--- config.mk ---
export PLATFORM = sky130hd
export DESIGN_NAME = mem_arbiter_flat
export DESIGN_NICKNAME = d
export VERILOG_FILES = /design/src/rtl/mem_arbiter_if.sv /design/src/rtl/mem_arbiter.sv /design/src/flat_wrapper.sv
export SDC_FILE = /design/constraint.sdc
export NUM_CORES = 1
export LEC_CHECK = 0
export BUFFER_PORTS_ARGS = -buffer_cell sky130_fd_sc_hd__buf_4
export CELL_PAD_IN_SITES_DETAIL_PLACEMENT = 0
export CELL_PAD_IN_SITES_GLOBAL_PLACEMENT = 2
export CORE_AREA = 2 2 335 337
export CTS_BUF_LIST = sky130_fd_sc_hd__clkbuf_8 sky130_fd_sc_hd__clkbuf_16
export DETAILED_ROUTE_END_ITERATION = 7
export DIE_AREA = 0 0 337 339
export MAX_ROUTING_LAYER = met4
export PLACE_DENSITY_LB_ADDON = 0.1
export SKIP_LAST_GASP = 1
export SYNTH_ARGS = -nofsm -noshare
export SYNTH_HDL_FRONTEND = slang
export SYNTH_SLANG_ARGS = --single-unit
--- constraint.sdc ---
create_clock -name clk -period 1.55 [get_ports clk]
set_input_delay 0.0775 -clock clk [delete_from_list [all_inputs] [get_ports clk]]
set_output_delay 0.0775 -clock clk [all_outputs]
set_load 0.01 [all_outputs]
--- src/rtl/mem_arbiter_if.sv ---
// Bundle of the I-cache, D-cache and shared slow-memory signals around the arbiter.
interface mem_arbiter_if;
    // I-cache side
    logic         mem_read_I;
    logic         mem_write_I;
    logic [27:0]  mem_addr_I;
    logic [127:0] mem_wdata_I;
    logic [127:0] mem_rdata_I;
    logic         mem_ready_I;
    // D-cache side
    logic         mem_read_D;
    logic         mem_write_D;
    logic [27:0]  mem_addr_D;
    logic [127:0] mem_wdata_D;
    logic [127:0] mem_rdata_D;
    logic         mem_ready_D;
    // Shared slow memory side
    logic         mem_read;
    logic         mem_write;
    logic [27:0]  mem_addr;
    logic [127:0] mem_wdata;
    logic [127:0] mem_rdata;
    logic         mem_ready;

    // Arbiter view: client requests and memory responses come in
    modport slave (
        input  mem_read_I, mem_write_I, mem_addr_I, mem_wdata_I,
        input  mem_read_D, mem_write_D, mem_addr_D, mem_wdata_D,
        input  mem_rdata, mem_ready,
        output mem_rdata_I, mem_ready_I, mem_rdata_D, mem_ready_D,
        output mem_read, mem_write, mem_addr, mem_wdata
    );

    // Environment view: caches and memory drive the arbiter
    modport master (
        output mem_read_I, mem_write_I, mem_addr_I, mem_wdata_I,
        output mem_read_D, mem_write_D, mem_addr_D, mem_wdata_D,
        output mem_rdata, mem_ready,
        input  mem_rdata_I, mem_ready_I, mem_rdata_D, mem_ready_D,
        input  mem_read, mem_write, mem_addr, mem_wdata
    );
endinterface

--- src/rtl/mem_arbiter.sv ---
// Two-client (I-cache / D-cache) arbiter in front of a single slow memory.
// One transaction at a time; every output is registered.
module mem_arbiter #(
    parameter bit RR = 1'b0
) (
    input  logic         clk,
    input  logic         proc_reset,
    mem_arbiter_if.slave bus
);

    typedef enum logic [1:0] {IDLE, GNT_I, GNT_D, RELEASE} state_t;
    typedef enum logic {CLI_I, CLI_D} client_t;

    state_t       state_q;
    client_t      last_grant_q;
    logic         mem_read_q;
    logic         mem_write_q;
    logic [27:0]  mem_addr_q;
    logic [127:0] mem_wdata_q;
    logic [127:0] rdata_i_q;
    logic [127:0] rdata_d_q;
    logic         ready_i_q;
    logic         ready_d_q;

    logic         req_i;
    logic         req_d;
    logic         sel_dside;

    // Request decode and the IDLE arbitration decision
    always_comb begin
        req_i     = bus.mem_read_I | bus.mem_write_I;
        req_d     = bus.mem_read_D | bus.mem_write_D;
        sel_dside = req_d && (!req_i || !RR || (last_grant_q == CLI_I));
    end

    // Grant FSM: capture the winner's request, wait for memory, pulse ready, cool down
    always_ff @(posedge clk) begin
        if (proc_reset) begin
            state_q      <= IDLE;
            last_grant_q <= CLI_I;
            mem_read_q   <= 1'b0;
            mem_write_q  <= 1'b0;
            mem_addr_q   <= '0;
            mem_wdata_q  <= '0;
            rdata_i_q    <= '0;
            rdata_d_q    <= '0;
            ready_i_q    <= 1'b0;
            ready_d_q    <= 1'b0;
        end else begin
            ready_i_q <= 1'b0;
            ready_d_q <= 1'b0;
            case (state_q)
                IDLE: begin
                    if (sel_dside) begin
                        mem_read_q   <= bus.mem_read_D;
                        mem_write_q  <= bus.mem_write_D;
                        mem_addr_q   <= bus.mem_addr_D;
                        mem_wdata_q  <= bus.mem_wdata_D;
                        last_grant_q <= CLI_D;
                        state_q      <= GNT_D;
                    end else if (req_i) begin
                        mem_read_q   <= bus.mem_read_I;
                        mem_write_q  <= bus.mem_write_I;
                        mem_addr_q   <= bus.mem_addr_I;
                        mem_wdata_q  <= bus.mem_wdata_I;
                        last_grant_q <= CLI_I;
                        state_q      <= GNT_I;
                    end
                end
                GNT_I: begin
                    if (bus.mem_ready) begin
                        mem_read_q  <= 1'b0;
                        mem_write_q <= 1'b0;
                        rdata_i_q   <= bus.mem_rdata;
                        ready_i_q   <= 1'b1;
                        state_q     <= RELEASE;
                    end
                end
                GNT_D: begin
                    if (bus.mem_ready) begin
                        mem_read_q  <= 1'b0;
                        mem_write_q <= 1'b0;
                        rdata_d_q   <= bus.mem_rdata;
                        ready_d_q   <= 1'b1;
                        state_q     <= RELEASE;
                    end
                end
                // The finishing client still holds its request this cycle; skipping
                // arbitration here keeps it from being granted a second time.
                RELEASE: state_q <= IDLE;
                default: state_q <= IDLE;
            endcase
        end
    end

    assign bus.mem_read    = mem_read_q;
    assign bus.mem_write   = mem_write_q;
    assign bus.mem_addr    = mem_addr_q;
    assign bus.mem_wdata   = mem_wdata_q;
    assign bus.mem_rdata_I = rdata_i_q;
    assign bus.mem_ready_I = ready_i_q;
    assign bus.mem_rdata_D = rdata_d_q;
    assign bus.mem_ready_D = ready_d_q;

endmodule

--- src/flat_wrapper.sv ---
// flat-port wrapper written by rule: the top's interface ports become plain ports
module mem_arbiter_flat 
#(
    parameter bit RR = 1'b0
)
  (clk, proc_reset, bus_mem_read_I, bus_mem_write_I, bus_mem_addr_I, bus_mem_wdata_I, bus_mem_read_D, bus_mem_write_D, bus_mem_addr_D, bus_mem_wdata_D, bus_mem_rdata, bus_mem_ready, bus_mem_rdata_I, bus_mem_ready_I, bus_mem_rdata_D, bus_mem_ready_D, bus_mem_read, bus_mem_write, bus_mem_addr, bus_mem_wdata);
  mem_arbiter_if bus_i ();
  input  logic clk;
  input  logic proc_reset;
  input wire logic [$bits(bus_i.mem_read_I)-1:0] bus_mem_read_I;
  input wire logic [$bits(bus_i.mem_write_I)-1:0] bus_mem_write_I;
  input wire logic [$bits(bus_i.mem_addr_I)-1:0] bus_mem_addr_I;
  input wire logic [$bits(bus_i.mem_wdata_I)-1:0] bus_mem_wdata_I;
  input wire logic [$bits(bus_i.mem_read_D)-1:0] bus_mem_read_D;
  input wire logic [$bits(bus_i.mem_write_D)-1:0] bus_mem_write_D;
  input wire logic [$bits(bus_i.mem_addr_D)-1:0] bus_mem_addr_D;
  input wire logic [$bits(bus_i.mem_wdata_D)-1:0] bus_mem_wdata_D;
  input wire logic [$bits(bus_i.mem_rdata)-1:0] bus_mem_rdata;
  input wire logic [$bits(bus_i.mem_ready)-1:0] bus_mem_ready;
  output wire logic [$bits(bus_i.mem_rdata_I)-1:0] bus_mem_rdata_I;
  output wire logic [$bits(bus_i.mem_ready_I)-1:0] bus_mem_ready_I;
  output wire logic [$bits(bus_i.mem_rdata_D)-1:0] bus_mem_rdata_D;
  output wire logic [$bits(bus_i.mem_ready_D)-1:0] bus_mem_ready_D;
  output wire logic [$bits(bus_i.mem_read)-1:0] bus_mem_read;
  output wire logic [$bits(bus_i.mem_write)-1:0] bus_mem_write;
  output wire logic [$bits(bus_i.mem_addr)-1:0] bus_mem_addr;
  output wire logic [$bits(bus_i.mem_wdata)-1:0] bus_mem_wdata;
  assign bus_i.mem_read_I = bus_mem_read_I;
  assign bus_i.mem_write_I = bus_mem_write_I;
  assign bus_i.mem_addr_I = bus_mem_addr_I;
  assign bus_i.mem_wdata_I = bus_mem_wdata_I;
  assign bus_i.mem_read_D = bus_mem_read_D;
  assign bus_i.mem_write_D = bus_mem_write_D;
  assign bus_i.mem_addr_D = bus_mem_addr_D;
  assign bus_i.mem_wdata_D = bus_mem_wdata_D;
  assign bus_i.mem_rdata = bus_mem_rdata;
  assign bus_i.mem_ready = bus_mem_ready;
  assign bus_mem_rdata_I = bus_i.mem_rdata_I;
  assign bus_mem_ready_I = bus_i.mem_ready_I;
  assign bus_mem_rdata_D = bus_i.mem_rdata_D;
  assign bus_mem_ready_D = bus_i.mem_ready_D;
  assign bus_mem_read = bus_i.mem_read;
  assign bus_mem_write = bus_i.mem_write;
  assign bus_mem_addr = bus_i.mem_addr;
  assign bus_mem_wdata = bus_i.mem_wdata;
  mem_arbiter #(.RR(RR)) u_core (.clk(clk), .proc_reset(proc_reset), .bus(bus_i));
endmodule
# Word-level counts from Yosys, hierarchy flattened
# Cells that the tools add are included.
[totals] reg_bits=418 latchBits=0 ramBits=0 romBits=0 in_bits=447 elab_cells=45 memories=0
[classes] n_addsub=0 multipliers=0 n_div=0 order_cmp=0 n_eq_ne=5 shifts=0 n_mux=16 bitwise=4 n_reduce_logical=11
[ops] operator="$mux W128" count=2
[ops] operator="$mux W28" count=2
[ops] operator="$reduce_and A2 Y1" count=4
[ops] operator="$mux W1" count=6
[ops] operator="$mux W2" count=3
[ops] operator="$pmux W2 S3" count=1
[ops] operator="$reduce_or A2 Y1" count=3
[ops] operator="$eq A2 B2 Y1 const B" count=2
[ops] operator="$pmux W1 S2" count=2
[ops] operator="$reduce_bool A2 Y1" count=2
[ops] operator="$ne A3 B1 Y1 const B" count=1
[ops] operator="$reduce_and A3 Y1" count=1
[ops] operator="$eq A2 B1 Y1 const B" count=1
[ops] operator="$logic_not A2 Y1" count=1
[ops] operator="$ne A2 B1 Y1 const B" count=1
[ops] operator="$not A1 Y1" count=2
[ops] operator="$or A1 B1 Y1" count=2

# Longest topological paths before layout
# Gate-level depths: netlist of the first run.
[depth] word_depth=4 ltp_mapped=8 depth_no_buf=5

# Worst setup path before layout of the first run
# No wires, ideal clock.
[synth_timing] path_kind="register to register" from="register u_core.state_q[0]" to="register u_core.mem_addr_q[13] (netlist: u_core.bus.mem_addr[13])" arrival_time_ps=1519 setup_slack_ps=-58 stages_incl_launch_ff=9 n_path_buf=3 path_cell_list="dfxtp_1 > inv_1 > ha_1 > o41a_1 > buf_2 > buf_2 > buf_2 > nor2_1 > a311oi_2"
[synth_between] elab_chain_len=2
[synth_lines] element="from (decl)" line="mem_arbiter.sv:14" text="state_t state_q;"
[synth_lines] element="from (signal assigned)" line="mem_arbiter.sv:39" text="state_q <= IDLE;"
[synth_lines] element="from (signal assigned)" line="mem_arbiter.sv:60" text="state_q <= GNT_D;"
[synth_lines] element="from (signal assigned)" line="mem_arbiter.sv:67" text="state_q <= GNT_I;"
[synth_lines] element="$logic_not A2 Y1" line="mem_arbiter.sv:52" text="case (state_q)"
[synth_lines] element="$reduce_and A2 Y1 (no line)"
[synth_lines] element="to (signal assigned)" line="mem_arbiter.sv:57" text="mem_addr_q <= bus.mem_addr_D;"
[synth_lines] element="to (signal assigned)" line="mem_arbiter.sv:64" text="mem_addr_q <= bus.mem_addr_I;"
[synth_lines] element="to (decl)" line="mem_arbiter.sv:18" text="logic [27:0] mem_addr_q;"
# Every way passes these cells.
# A chain may end at the register's enable or synchronous reset.

# Worst setup path in the final report of the first run
[layout_timing] from="register u_core.state_q[1]" to="register u_core.rdata_i_q[46] (netlist: u_core.bus.mem_rdata_I[46])"
[layout_between] elab_chain_len=2
[layout_lines] element="$eq A2 B1 Y1" line="mem_arbiter.sv:52"
[layout_lines] element="$reduce_and A2 Y1 (no line)"
[layout_lines] element="to (signal assigned)" line="mem_arbiter.sv:74" text="rdata_i_q <= bus.mem_rdata;"
[layout_lines] element="to (decl)" line="mem_arbiter.sv:20" text="logic [127:0] rdata_i_q;"
# Every way passes these cells.

==> results.py, run 1 <==
metrics = {
    "placed_design": {
        "io_buffers": 862,
        "dp_slack_ns": -0.09915,
        "dp_hpwl_um": 74410,
        "placed_cells": 4322,
        "gp_congestion": 0.7962,
    },
    "clock_network": {
        "path_clk_slew_ns": 0.06,
        "cts_buffer_depth": 3,
        "cts_tree": "done",
        "cts_buffers": 57,
        "cts_root_buffer": "clkbuf_16",
        "cts_sinks": 418,
        "insertion_delay_ns": 0.66,
        "htreeDepth": 2,
    },
    "status": {
        "violations": "negative setup slack",
        "status": "finished, violations left",
    },
    "min_path": {
        "hold_class": "primary input to flop",
        "worstHoldStart": "bus_mem_write_D",
    },
    "die": {
        "start_util": 0.1536,
        "dieArea_sq_um": 114200,
        "std_cell_rows": 122,
        "num_io_pins": 863,
        "dieHeight_um": 339,
        "coreArea_sq_um": 110400,
        "chipWidth_um": 337,
    },
    "synthesis": {
        "synthDistinctLibCells": 25,
        "seq_area_frac_synth": 0.4938,
        "synthCells": 2035,
        "yosysWarnings": 0,
        "ys_seq_elements": 418,
        "syn_area_sq_um": 16950,
        "syn_nets": 2486,
        "synth.avg_cell_area_sq_um": 8.328,
    },
    "timing": {
        "setup_viol": 169,
        "max_slew_margin": 0.5910,
        "clock.fmax_mhz": 608.3,
        "worst_slack_ns": -0.09386,
        "fin_skew_ns": 0.01200,
        "slew_viol_final": 0,
        "worst_slew_pin_slew_ns": 0.6135,
        "hold_violations": 0,
        "rsz0062_at_grt": "true",
        "fin_crit_sh": 1.061,
        "min_period_ns": 1.644,
    },
    "grt": {
        "grt_pass1_wl_um": 142100,
        "grt_max_degree": 99,
        "grt_pass1_vias": 20880,
        "track_usage": 0.1725,
        "overflow": 0,
        "grt_antenna_before_repair": 22,
    },
    "route": {
        "postRouteAntennaNets": 0,
        "route.detailed.drc": 0,
        "drt-initial-drc-count": 708,
        "drt-total-wl_um": 104000,
        "drtPass1Iterations": 5,
        "num_vias": 20050,
        "via_per_inst": 4.036,
        "wl_per_cell_um": 20.95,
    },
    "power_and_ir_drop": {
        "totalPowerFinal_uw": 50760,
        "leakagePower_uw": 0.01406,
        "cellPowerDensity_nw_per_um2": 1477,
        "peakVddDrop_uv": 827.0,
    },
    "worst_setup_path": {
        "path_max_fanout": 7,
        "critical_path_arrival_ns": 2.16,
        "crit_path_end_kind": "flop",
        "start_kind": "flop",
        "crit_required_ns": 2.07,
        "r2r-start": "u_core.state_q[1]",
        "criticalPathCategory": "flop to flop",
        "cp-startpoint": "u_core.state_q[1]",
    },
    "finish": {
        "drive_above_1_share": 0.4168,
        "final_util": 0.3113,
        "final_common_cell": "buf_4",
        "fill_cells": 11760,
        "final_cell_mix": "buf_4, nand2_1, dlygate4sd3_1",
        "multiInputGateArea_sq_um": 8228,
        "area_growth_pct": 102.7,
        "regArea_sq_um": 8371,
        "fin_nets": 3864,
        "fin_cells": 4967,
    },
    "flow_run": {
        "cap_violations": 0,
    },
}
-- what timing repair did --
| action | 4_1_cts | 5_1_grt |
|---|---|---|
| hold buffers | 446 | 0 |
| gates cloned | 7 | 22 |
| setup endpoints to repair | 127 | 360 |
| gates resized for setup | 20 | 170 |
| pin swaps | 2 | 37 |
| hold endpoints to repair | 416 | 0 |
| setup buffers | 13 | 36 |
-- kinds of logic (layout without fill, tap and decap cells) --
kind of cell / Yosys count / after routing / synth area share
flip-flops: 418 / 418 / 0.4938
adder cells (fa/ha/maj): 4 / 4 / 0.002953
multiplexers: 2 / 2 / 0.001181
other: 0 / 22 / 0
AO/OA/AOI/OAI: 578 / 578 / 0.2618
buffers and inverters: 193 / 1615 / 0.05257
AND/OR/NAND/NOR: 840 / 840 / 0.1877
-- metal layers --
metal | share of wire | GRT usage | vias up
met5 | 0 | - | -
met4 | 0.021 | 0.04027 | 0
met3 | 0.073 | 0.05497 | 113
met2 | 0.50 | 0.3015 | 618
met1 | 0.40 | 0.1889 | 9575
li1 | - | - | 9741
-- layout make-up --
| cell class | count | share of cell area |
|---|---|---|
| antenna | 22 | 0.001602 |
| timing repair buffer | 1510 | 0.4061 |
| clock inverter | 29 | 0.006410 |
| multi-input combinational | 1424 | 0.2395 |
| sequential | 418 | 0.2436 |
| inverter | 2 | 0.0002185 |
| clock buffer | 74 | 0.04833 |
| tap | 1488 | 0.05419 |
-- worst paths after layout --
| path | to | slack, ns | cells past startpoint |
|---|---|---|---|
| worst min-delay path | u_core.bus.mem_wdata[118] | 0.21 | 6 |
| worst min register to register | u_core.bus.mem_rdata_D[114] | 0.45 | 2 |
| worst max register to register | u_core.bus.mem_rdata_I[46] | -0.09 | 10 |
| worst max-delay path | u_core.bus.mem_rdata_I[46] | -0.09 | 10 |
-- sequential cells by signal, summed over array words and instances (netlist names) --
name,count
u_core.bus.mem_ready_D,1
u_core.bus.mem_rdata_D,128
u_core.bus.mem_write,1
u_core.bus.mem_addr,28
u_core.state_q,2
u_core.bus.mem_read,1
u_core.bus.mem_rdata_I,128
u_core.bus.mem_wdata,128
u_core.bus.mem_ready_I,1
-- critical path: stages (launching register included) --
cell	delay (ns)
dfxtp_2	0.33
inv_2	0.05
buf_4	0.13
buf_6	0.11
ha_4	0.15
and2_4	0.17
buf_12	0.14
clkbuf_16	0.16
clkbuf_16	0.15
nand2_1	0.06
a21oi_1	0.05
-- report_power, final --
group	switching, uW	internal, uW	total (uW)
Clock	5580	7810	13400
Combinational	11200	11500	22700
Sequential	1470	13200	14700
Total	18300	32500	50800
-- through the flow --
| step | setup TNS [ns] | cell area, sq um | hold WS [ns] |
|---|---|---|---|
| floorplan | -3.373 | 16960 | 0.2135 |
| global placement | -4.684 | 26120 | 0.3356 |
| detailed placement | -5.396 | 26120 | 0.3433 |
| CTS | -5.332 | 32880 | 0.1663 |
| global route | -24.29 | 34360 | 0.1812 |
| finish | -4.936 | 34360 | 0.2071 |
-- synthesized netlist by cell type --
library cell  number  area share
a211o_1            1     0.00052
a211oi_1           2     0.00089
a21o_1             1     0.00044
a21oi_1          257       0.076
a22oi_1            1     0.00044
a311oi_1           6      0.0031
a311oi_2         150        0.13
and2_1             2     0.00074
buf_1              3     0.00066
buf_2             31      0.0092
buf_6             17       0.011
clkbuf_1         140       0.031
dfxtp_1          418        0.49
ha_1               4      0.0030
inv_1              2     0.00044
mux2i_1            2      0.0012
nand2_1          671        0.15
nand2b_1           2     0.00074
nor2_1           160       0.035
nor2_4             1     0.00066
nor2b_1            3      0.0011
nor3b_1            1     0.00044
o21ai_0          137       0.040
o21ai_1           22      0.0065
o41a_1             1     0.00066
Note: power is estimated with default switching activity, not from simulation.
==> run 2: changes to the inputs <==
- CORE_AREA: 2 2 335 337 -> 2 2 337 339
- DIE_AREA: 0 0 337 339 -> 0 0 339 341
- clock period: 1.55 -> 2 ns (I/O delays scaled with it)
==> run 2 against run 1 <==
The run now ends clean. Utilization down 2.7 points. Global-route usage down 0.47 points. Critical path type unchanged. Maximum frequency down 12%.
==> results.py, run 2 (synthesis results as in run 1) <==
metrics = {
    "status": {
        "status": "finished clean",
    },
    "clock_network": {
        "path_clk_slew_ns": 0.06,
        "cts_sinks": 418,
        "cts_buffer_depth": 3,
        "cts_buffers": 59,
        "insertion_delay_ns": 0.67,
        "cts_root_buffer": "clkbuf_16",
        "cts_tree": "done",
        "htreeDepth": 2,
    },
    "worst_setup_path": {
        "reg2regPathDepth": 7,
        "path_common_cell": "buf_12",
        "critical_path.slowest_cell": "dfxtp_1",
        "critical_path_arrival_ns": 2.42,
        "path_max_fanout": 29,
        "cp_slowest_stage_delay_ns": 0.33,
        "r2r_slack_ns": 0.14,
        "crit_required_ns": 2.56,
        "criticalPathCategory": "flop to flop",
        "path_cells": "inv_1 -> ha_2 -> o41a_2 -> buf_12 -> buf_12 -> nor2_1 -> a311oi_2",
        "start_kind": "flop",
        "crit_path_end_kind": "flop",
    },
    "finish": {
        "final_common_cell": "buf_4",
        "regArea_sq_um": 8368,
        "area_growth_pct": 87.76,
        "fill_cells": 12240,
        "drive_above_1_share": 0.3526,
        "fin_nets": 3724,
        "final_util": 0.2844,
        "final_cell_mix": "buf_4, nand2_1, dlygate4sd3_1",
        "multiInputGateArea_sq_um": 7717,
        "fin_cells": 4850,
        "finalInstanceArea_sq_um": 31820,
    },
    "timing": {
        "clock.fmax_mhz": 536.9,
        "fin_crit_sh": 0.9312,
        "fin_skew_ns": 0.02055,
        "tns_ns": 0,
        "rsz0062_at_grt": "false",
        "worst_slack_ns": 0.1376,
        "setup_viol": 0,
        "max_slew_margin": 0.5898,
        "hold_violations": 0,
        "slew_viol_final": 0,
        "worst_slew_pin_slew_ns": 0.6153,
        "min_period_ns": 1.862,
    },
    "die": {
        "chipWidth_um": 339,
        "dieArea_sq_um": 115600,
        "start_util": 0.1515,
        "dieHeight_um": 341,
        "coreArea_sq_um": 111900,
        "std_cell_rows": 123,
        "num_io_pins": 863,
    },
    "placed_design": {
        "dp_slack_ns": 0.1390,
        "io_buffers": 862,
        "gp_congestion": 0.7924,
        "place_area_sq_um": 25270,
        "dp_hpwl_um": 71950,
        "placed_cells": 4263,
    },
    "power_and_ir_drop": {
        "leakagePower_uw": 0.01293,
        "cellPowerDensity_nw_per_um2": 1119,
        "peakVddDrop_uv": 767.2,
    },
    "route": {
        "num_vias": 19310,
        "drtPass1Iterations": 5,
        "postRouteAntennaNets": 0,
        "drt-initial-drc-count": 824,
        "drt-total-wl_um": 98610,
        "via_per_inst": 3.981,
        "wl_per_cell_um": 20.33,
        "route.detailed.drc": 0,
    },
    "grt": {
        "grt_max_degree": 118,
        "grt_antenna_before_repair": 33,
        "overflow": 0,
        "grt_pass1_vias": 20360,
        "grt_pass1_wl_um": 140400,
        "track_usage": 0.1678,
    },
    "min_path": {
        "holdPathStages": 5,
        "hold_class": "primary input to flop",
    },
    "flow_run": {
        "cap_violations": 0,
    },
}
-- run 2: cell count changes in the layout (fill, tap and decap cells not counted), moves of 19 or more --
cell       change
clkbuf_16     -19
buf_4         -64
nand2_1       +44
a21oi_1       +69
buf_12        -35
nand2_2       -34
a21oi_2       -69
-- run 2: path summary, 6_finish.rpt --
check	endpoint	from
worst min-delay path	u_core.bus.mem_addr[23]	bus_mem_write_D
worst max register to register	u_core.bus.mem_wdata[92]	u_core.state_q[0]
worst min register to register	u_core.bus.mem_rdata_I[93]	u_core.bus.mem_rdata_I[93]
worst max-delay path	u_core.bus.mem_wdata[92]	u_core.state_q[0]
-- run 2: power breakdown --
group	switching, uW	leakage (uW)	internal, uW
combinational	7560	0.00849	6240
clock	4390	0.00102	6080
sequential	1110	0.00342	10200
total	13100	0.0129	22600
-- run 2: area by class of cell --
class                   count  share of cell area
diodes                     29            0.002281
inverters                   2           0.0002359
flip-flops and latches    418              0.2630
multi-input cells        1424              0.2425
repair buffers           1368              0.3718
clock inverters            31            0.006567
clock buffers              78             0.05462
well taps                1500             0.05898
-- run 2: critical path: cells and delay by family (launching register included) --
kind                     cells  cell delay, ns
buffers and inverters        3            0.57
adder cells (fa/ha/maj)      1            0.24
flip-flops                   1            0.33
AND/OR/NAND/NOR              1            0.08
AO/OA/AOI/OAI                2            0.50
-- run 2: timing repair --
action | in CTS | in global routing
hold buffers | 448 | 0
resized for setup | 0 | 4
buffers inserted | 0 | 0
setup endpoints to repair | 0 | 55
endpoints found under the hold margin | 416 | 0
-- run 2: routing by layer --
layer | wire length (um) | up-vias | part of all wire | GRT usage
li1 | - | 9436 | - | -
met1 | 38750 | 9163 | 0.39 | 0.1830
met2 | 50170 | 612 | 0.51 | 0.2951
met3 | 7921 | 95 | 0.080 | 0.05710
met4 | 1765 | 0 | 0.018 | 0.03417
met5 | 0 | - | 0 | -
-- run 2: metrics by stage --
stage | power [uW] | hold WS, ns
after floorplan | 18130 | 0.2360
after global placement | 24510 | 0.3553
after detailed placement | 24640 | 0.3641
after CTS | 36290 | 0.02737
after global routing | 37850 | 0.05858
final | 35610 | 0.07508
